### config.mk
export PLATFORM = sky130hd
export DESIGN_NAME = serial_tx_frame
export DESIGN_NICKNAME = d
export VERILOG_FILES = /design/src/rtl/serial_tx_frame.sv
export SDC_FILE = /design/constraint.sdc
export NUM_CORES = 1
export LEC_CHECK = 0
export ABC_CLOCK_PERIOD_IN_PS = 3600
export CORE_MARGIN = 3
export CORE_UTILIZATION = 46
export CTS_BUF_LIST = sky130_fd_sc_hd__clkbuf_16
export DETAILED_ROUTE_END_ITERATION = 12
export PLACE_DENSITY = 0.84
export REMOVE_ABC_BUFFERS = 1
export SLEW_MARGIN = 5
export SYNTH_ARGS = -nofsm -noshare
export SYNTH_HDL_FRONTEND = slang
export SYNTH_SLANG_ARGS = --single-unit
export TNS_END_PERCENT = 5
### constraint.sdc
create_clock -name i_clk -period 3.6 [get_ports i_clk]
set_clock_uncertainty 0.1 [all_clocks]
set_input_delay 0.36 -clock i_clk [delete_from_list [all_inputs] [get_ports i_clk]]
set_output_delay 0.36 -clock i_clk [all_outputs]
set_load 0.05 [all_outputs]
### src/rtl/serial_tx_frame.sv
// serial_tx_frame
//   Serial frame transmitter. A parallel word is accepted through a
//   valid/ready handshake. It is then sent on the serial line as a frame:
//   one start bit (0), DATA_W data bits LSB first, an optional odd-parity
//   bit, and one stop bit (1). Every line bit is held for CLKS_PER_BIT
//   clock cycles.
//
// Ports
//   i_clk       clock, all state updates on the rising edge
//   i_reset     asynchronous active-high reset
//   i_in_valid  producer has a word on i_in_data
//   i_in_data   word to send, sampled only on an accept edge
//   o_in_ready  block can accept a word this cycle
//   o_out       serial line, idles high
//   o_busy      a frame is in progress
//   o_done      high throughout the stop-bit period of each frame
module serial_tx_frame #(
  parameter int DATA_W       = 8,
  parameter int PARITY_EN    = 1,
  parameter int CLKS_PER_BIT = 1
) (
  input  logic              i_clk,
  input  logic              i_reset,
  input  logic              i_in_valid,
  input  logic [DATA_W-1:0] i_in_data,
  output logic              o_in_ready,
  output logic              o_out,
  output logic              o_busy,
  output logic              o_done
);

  localparam int CW = (CLKS_PER_BIT > 1) ? $clog2(CLKS_PER_BIT) : 1;
  localparam int IW = (DATA_W > 1) ? $clog2(DATA_W) : 1;
  localparam logic [CW-1:0] LAST_TICK = CW'(CLKS_PER_BIT - 1);
  localparam logic [IW-1:0] LAST_IDX  = IW'(DATA_W - 1);

  typedef enum logic [2:0] {
    S_IDLE,
    S_START,
    S_DATA,
    S_PAR,
    S_STOP
  } state_t;

  state_t            r_state, w_state_next;
  logic [DATA_W-1:0] r_shift, w_shift_next;
  logic              r_parity, w_parity_next;
  logic [IW-1:0]     r_bit_idx, w_bit_idx_next;
  logic [CW-1:0]     r_timer, w_timer_next;

  logic w_tick;
  logic w_accept;

  // The last cycle of the current bit period.
  assign w_tick = (r_timer == LAST_TICK);

  // Ready in IDLE, and in the final stop cycle so that frames can follow
  // each other with no idle gap.
  assign o_in_ready = (r_state == S_IDLE) || ((r_state == S_STOP) && w_tick);
  assign w_accept   = i_in_valid && o_in_ready;

  // The outputs are decoded from registers only, so the inputs have no
  // path to the line.
  always_comb begin
    o_out = 1'b1;
    case (r_state)
      S_START: o_out = 1'b0;
      S_DATA:  o_out = r_shift[0];
      S_PAR:   o_out = r_parity;
      default: o_out = 1'b1;
    endcase
  end

  assign o_busy = (r_state != S_IDLE);
  assign o_done = (r_state == S_STOP);

  always_comb begin
    w_state_next   = r_state;
    w_shift_next   = r_shift;
    w_parity_next  = r_parity;
    w_bit_idx_next = r_bit_idx;
    w_timer_next   = r_timer;

    if (w_accept) begin
      w_state_next   = S_START;
      w_shift_next   = i_in_data;
      w_parity_next  = ~^i_in_data;
      w_bit_idx_next = '0;
      w_timer_next   = '0;
    end else if (r_state != S_IDLE) begin
      w_timer_next = w_tick ? '0 : r_timer + 1'b1;
      if (w_tick) begin
        case (r_state)
          S_START: begin
            w_state_next   = S_DATA;
            w_bit_idx_next = '0;
          end
          S_DATA: begin
            w_shift_next = r_shift >> 1;
            if (r_bit_idx == LAST_IDX) begin
              w_state_next = (PARITY_EN != 0) ? S_PAR : S_STOP;
            end else begin
              w_bit_idx_next = r_bit_idx + 1'b1;
            end
          end
          S_PAR:   w_state_next = S_STOP;
          S_STOP:  w_state_next = S_IDLE;
          default: w_state_next = S_IDLE;
        endcase
      end
    end
  end

  always_ff @(posedge i_clk or posedge i_reset) begin
    if (i_reset) begin
      r_state   <= S_IDLE;
      r_shift   <= '0;
      r_parity  <= 1'b0;
      r_bit_idx <= '0;
      r_timer   <= '0;
    end else begin
      r_state   <= w_state_next;
      r_shift   <= w_shift_next;
      r_parity  <= w_parity_next;
      r_bit_idx <= w_bit_idx_next;
      r_timer   <= w_timer_next;
    end
  end

endmodule

==> results of run 1 <==
[report_power, final]
part / switching (mW) / internal [mW]
Combinational: 0.229 / 0.193
Clock: 0.0632 / 0.147
Sequential: 0.0739 / 0.244
Total: 0.366 / 0.584
[kinds of logic (layout without fill, tap and decap cells)]
kind of cell | Yosys count | count (layout) | share of synthesized area, %
XOR/XNOR | 8 | 8 | 8.86
adder cells (fa/ha/maj) | 2 | 2 | 3.16
buffers and inverters | 5 | 20 | 3.64
AO/OA/AOI/OAI | 14 | 14 | 14.1
multiplexers | 3 | 3 | 4.59
flip-flops | 15 | 15 | 47.5
AND/OR/NAND/NOR | 24 | 24 | 18.2
[cells in the mapped netlist]
cell	instances	area, um^2
a211oi_2	1	12.5
a21oi_1	2	10.0
a221o_1	1	10.0
a22o_1	3	26.3
a22oi_1	5	37.5
a311o_1	1	10.0
and2_1	1	6.26
and2b_4	1	10.0
and3b_1	1	8.76
buf_2	2	10.0
buf_6	1	11.3
dfrtp_1	15	375
ha_1	2	25.0
inv_1	2	7.51
mux2_2	1	11.3
mux2_4	1	15.0
mux2i_1	1	10.0
nand2_1	11	41.3
nand2b_1	1	6.26
nand3b_1	1	7.51
nor2_1	4	15.0
nor3_1	1	5.00
nor3b_4	2	37.5
o21ai_0	1	5.00
or3_1	1	6.26
xnor2_1	8	70.1
[worst max-delay path, cell delays in order (launching register included)]
cell	delay (ns)
dfrtp_1	0.59
a21oi_1	0.07
a311o_1	0.33
clkdlybuf4s50_1	0.70
[flip-flops by register name, indices dropped and copies added, names as in the netlist]
| name | count |
|---|---|
| r_shift | 8 |
| r_bit_idx | 3 |
| r_state | 3 |
| r_parity | 1 |
[final cells by class]
cell class / instances / area (um^2) / share of cell area [%]
timing repair buffer: 14 / 140 / 13.9
clock inverter: 1 / 3.75 / 0.372
tap: 16 / 20.0 / 1.99
multi-input combinational: 51 / 387 / 38.3
inverter: 2 / 7.51 / 0.744
sequential: 15 / 375 / 37.2
clock buffer: 3 / 75.1 / 7.44
[worst min path at each step]
stage / end / start / cells after the start
floorplan: r_bit_idx[0] / i_reset / 1
global placement: r_shift[2] / r_shift[2] / 2
detailed placement: r_shift[2] / r_shift[2] / 2
CTS: r_shift[2] / r_shift[2] / 2
global route: r_bit_idx[1] / i_reset / 2
finish: r_shift[4] / i_reset / 2
[through the flow]
| stage | total power, mW | setup WS (ns) |
|---|---|---|
| 5_1_grt | 1.01 | 1.11 |
| 6_report | 0.950 | 1.20 |
| 3_5_place_dp | 0.741 | 1.46 |
| 3_3_place_gp | 0.722 | 1.50 |
| 2_1_floorplan | 0.625 | 1.38 |
| 4_1_cts | 0.957 | 1.20 |
[routing by layer]
metal  GRT usage (%)  vias to the layer above  share of wire (%)
li1                -                      279                  -
met1            18.6                      276                 46
met2            24.3                       14                 50
met3            3.38                        2                3.4
met4            4.97                        0               0.47
met5               0                        -                  0
==> metrics.yaml, run 1 <==
sta:
  setup_violations: 0
  finalSetupTns_ns: 0
  clock.fmax_mhz: 417
  max_slew_margin_pct: 62.7
  tightest_slew_ns: 0.559
  rsz0062_at_grt: "false"
  maxSlewViolCount: 0
  hold_viol_final: 0
  fin_crit_sh_pct: 66.7
  hold_slack_ns: 0.366
  min_period_ns: 2.40
critical_path:
  cp-endpoint: "o_out"
  r2r-start: "r_state[1]"
  worstSetupStartpoint: "r_state[0]"
  rrSetupSlack_ns: 1.74
  r2r_cells: 4
  cp_max_fo: 10
  worstReg2RegEnd: "r_bit_idx[0]"
  path_class: "register to primary output"
  start_kind: "register"
  cp-end-kind: "primary output"
  arrival_ns: 1.94
  required_ns: 3.14
routing:
  wl_per_cell_um: 14.5
  drc_errors: 0
  via_count: 571
  via_per_inst: 5.60
  first_pass_iters: 4
  first_iter_violations: 12
  wl_um: 1480
  detail-route-antenna-nets: 0
die:
  ioPinCount: 15
  core_um2: 1560
  initial_core_util_pct: 50.7
  die_w_um: 47.5
  num_rows: 14
  dieArea_um2: 2250
  die_h_um: 47.5
logic_synthesis:
  synth_seq_cells: 15
  syn_area_per_cell_um2: 11.1
  ys_seq_area_share_pct: 47.5
  ys_warn_count: 0
  synth.cell_area_um2: 791
  post_synth_inst_count: 71
  synth_cell_types: 26
clock_tree:
  clkLatencyLatePin_ns: 0.24
  clock-sinks: 15
  clockBufferDepth: 2
  cts_made_buffers: 3
  tritoncts: "done"
  postCtsSetupRepairBufs: 0
  ctsResizeCount: 0
  clk_pin_slew_ns: 0.05
  htree_num_levels: 1
  cts-root-buf: "clkbuf_16"
  ctsHoldBuffers: 0
placed_design:
  dpl.cell_count: 98
  numPortBuffers: 14
  placed_area_um2: 930
  dp_hpwl_um: 1080
  gp_congestion: 0.769
finish:
  fillCellCount: 124
  drive_gt1_share_pct: 10.5
  stdcell_count: 102
  final_common_cell: "dfrtp_1"
  nets: 100
  areaGrowthSynthToFinish_pct: 27.5
  mostFrequentLayoutCells: "dfrtp_1 (15), clkdlybuf4s50_1 (14), nand2_1 (11), xnor2_1 (8), a22oi_1 (5)"
  fin_area_um2: 1010
  fin_util_pct: 64.7
  antenna_cells: 0
power:
  power_density_nw_per_um2: 942
  ir_worst_vdd_uv: 600
  p_leak_nw: 0.452
global_routing:
  grt_pass1_wl_um: 2310
  grt_use_total_pct: 14.6
  grt_pass1_vias: 518
  grt_overflow: 0
  antenna_found_initial: 0
  grt_max_degree: 16
status:
  outcome: "finished clean"
flow_run:
  maxCapViolCount: 0
worst_hold_path:
  worstHoldPathType: "input port to asynchronous set/reset pin"
Power figures use the tool's default switching activity.
==> run 2: changes to the inputs <==
ABC_CLOCK_PERIOD_IN_PS = 2150   (was 3600)
CORE_UTILIZATION = 44   (was 46)
clock period = 2.15 ns   (was 3.6 ns; I/O delays follow)
==> run 2 against run 1 <==
Effect of this change:
- first-iteration DRC count decreased by 58%
- total power increased by 70%
- via count increased by 1.6%
- cell count increased by 11%
- flip-flop and latch count unchanged
- design area increased by 2.6%
- clock-buffer cell count unchanged
- critical path type unchanged
- critical endpoint is now o_busy
- largest cell class unchanged
- highest routed layer unchanged
==> metrics.yaml, run 2 (synthesis results as in run 1) <==
status:
  outcome: "finished clean"
die:
  ioPinCount: 15  # unchanged
  die_w_um: 48.4  # +2.0%
  core_um2: 1590  # +2.2%
  initial_core_util_pct: 49.6  # -1.1 points
  num_rows: 14  # unchanged
  die_h_um: 48.4  # +2.0%
  dieArea_um2: 2340  # +4.0%
global_routing:
  antenna_found_initial: 0  # unchanged
  grt_overflow: 0  # unchanged
  grt_use_total_pct: 13.3  # -1.3 points
  grt_pass1_vias: 569  # +9.8%
  grt_pass1_wl_um: 2440  # +5.4%
  grt_max_degree: 16  # unchanged
critical_path:
  cp-end-kind: "primary output"
  start_kind: "register"
  worstReg2RegEnd: "r_bit_idx[0]"
  required_ns: 1.84  # -1.30 ns
  r2r_cells: 5  # +1
  cp-endpoint: "o_busy"
  arrival_ns: 1.75  # -0.19 ns
  worstSetupStartpoint: "r_state[2]"
  path_class: "register to primary output"
  r2r-start: "r_state[0]"
  rrSetupSlack_ns: 0.37  # -1.37 ns
  cp_max_fo: 8  # -2
finish:
  nets: 103  # +3.0%
  fin_util_pct: 64.9  # +0.23 points
  antenna_cells: 0  # unchanged
  largest_reg_flops: 8  # unchanged
  mostFrequentLayoutCells: "dfrtp_1 (15), nand2_1 (11), clkdlybuf4s50_1 (11), xnor2_1 (8), buf_4 (6)"
  largest-register: "r_shift"
  stdcell_count: 113  # +11%
  fin_area_um2: 1030  # +2.6%
  largestRegisters: "r_shift: 8 flops, r_bit_idx: 3 flops, r_state: 3 flops"
  drive_gt1_share_pct: 18.0  # +7.5 points
  areaGrowthSynthToFinish_pct: 30.9
  final_common_cell: "dfrtp_1"
sta:
  min_period_ns: 2.06
  max_slew_margin_pct: 64.3  # +1.6 points
  fin_crit_sh_pct: 96.0
  clock.fmax_mhz: 485
  finalSetupTns_ns: 0  # unchanged
  tightest_slew_ns: 0.535  # -0.0232 ns
  hold_slack_ns: 0.207  # -0.159 ns
  setup_violations: 0  # unchanged
  rsz0062_at_grt: "false"
  hold_viol_final: 0  # unchanged
  maxSlewViolCount: 0  # unchanged
power:
  power_density_nw_per_um2: 1560  # +66%
  ir_worst_vdd_uv: 846  # +41%
  seqPwrFrac_pct: 29.8  # -3.6 points
  p_leak_nw: 0.469  # +3.9%
  clock_power_share_pct: 22.4  # +0.3 points
  pwr-share-comb_pct: 47.8  # +3.3 points
  switching_share_pct: 38.2  # -0.31 points
  p_int_mw: 0.998  # +71%
  power_switching_mw: 0.618  # +69%
placed_design:
  numPortBuffers: 14  # unchanged
  dpl.cell_count: 109  # +11%
  placed_area_um2: 955  # +2.7%
  gp_congestion: 0.757  # -1.5%
clock_tree:
  clkLatencyLatePin_ns: 0.24  # about the same
  clk_pin_slew_ns: 0.05  # about the same
  clockBufferDepth: 2  # unchanged
  ctsHoldBuffers: 0  # unchanged
  cts_made_buffers: 3  # unchanged
  ctsResizeCount: 0  # unchanged
  cts-root-buf: "clkbuf_16"
  tritoncts: "done"
  postCtsSetupRepairBufs: 0  # unchanged
  clock-sinks: 15  # unchanged
  htree_num_levels: 1  # unchanged
routing:
  wl_per_cell_um: 12.4  # -15%
  wl_um: 1400  # -5.4%
  via_count: 580  # +1.6%
  first_iter_violations: 5  # -7
  drc_errors: 0  # unchanged
  first_pass_iters: 4  # unchanged
  detail-route-antenna-nets: 0  # unchanged
  via_per_inst: 5.13  # -8.3%
flow_run:
  maxCapViolCount: 0  # unchanged
worst_hold_path:
  worstHoldPathType: "input port to asynchronous set/reset pin"
run 2: cell types whose count changed in the layout (fill, tap and decap cells not counted), sizes merged:
cell           previous run  this run
buf                       0         6
clkdlybuf4s50            14        11
clkinv                    0         1
inv                       3         2
run 2: power groups by stage:
stage               registers, mW  logic (mW)  clock network [mW]
finish                      0.481       0.773               0.362
global route                0.495       0.841               0.383
CTS                         0.481       0.777               0.368
detailed placement          0.484       0.774                   0
global placement            0.479       0.759                   0
floorplan                   0.502       0.545                   0
run 2: worst max-delay path: stages, from the launching register on:
cell and delay (ns):
dfrtp_1 0.46, or3_1 0.34, clkdlybuf4s50_1 0.70
run 2: layout make-up:
| cell class | count | area (um^2) |
|---|---|---|
| fill | 129 | 559 |
| multi-input combinational | 51 | 387 |
| sequential | 15 | 375 |
| timing repair buffer | 17 | 155 |
| clock buffer | 3 | 75.1 |
| tap | 24 | 30.0 |
| inverter | 2 | 7.51 |
| clock inverter | 1 | 5.00 |
run 2: metal layers:
layer | track usage, % | vias to the layer above | wire, um
met4 | 5.21 | 0 | 21
met1 | 15.8 | 272 | 618
met3 | 6.44 | 4 | 104
met2 | 20.6 | 19 | 653
li1 | - | 285 | -
met5 | 0 | - | 0
run 2: worst min path at each step:
stage,cells after the start,slack [ns],to
4_1_cts,2,0.24,r_shift[4]
5_1_grt,2,0.30,r_shift[3]
3_5_place_dp,2,0.37,r_shift[2]
2_1_floorplan,1,0.02,r_bit_idx[0]
3_3_place_gp,2,0.36,r_shift[4]
6_report,2,0.21,r_shift[4]
run 2: stage by stage:
stage	total power [mW]	setup slack [ns]
after floorplan	1.05	0.0730
after global placement	1.24	0.380
after detailed placement	1.26	0.338
after CTS	1.63	0.0786
after global routing	1.72	0.0398
final	1.62	0.0868
==> run 3: changes to the inputs <==
SLEW_MARGIN = not set   (was 5)
==> results of run 3 <==
Same layout as run 2: the final DEF is identical, and so are final timing and power.
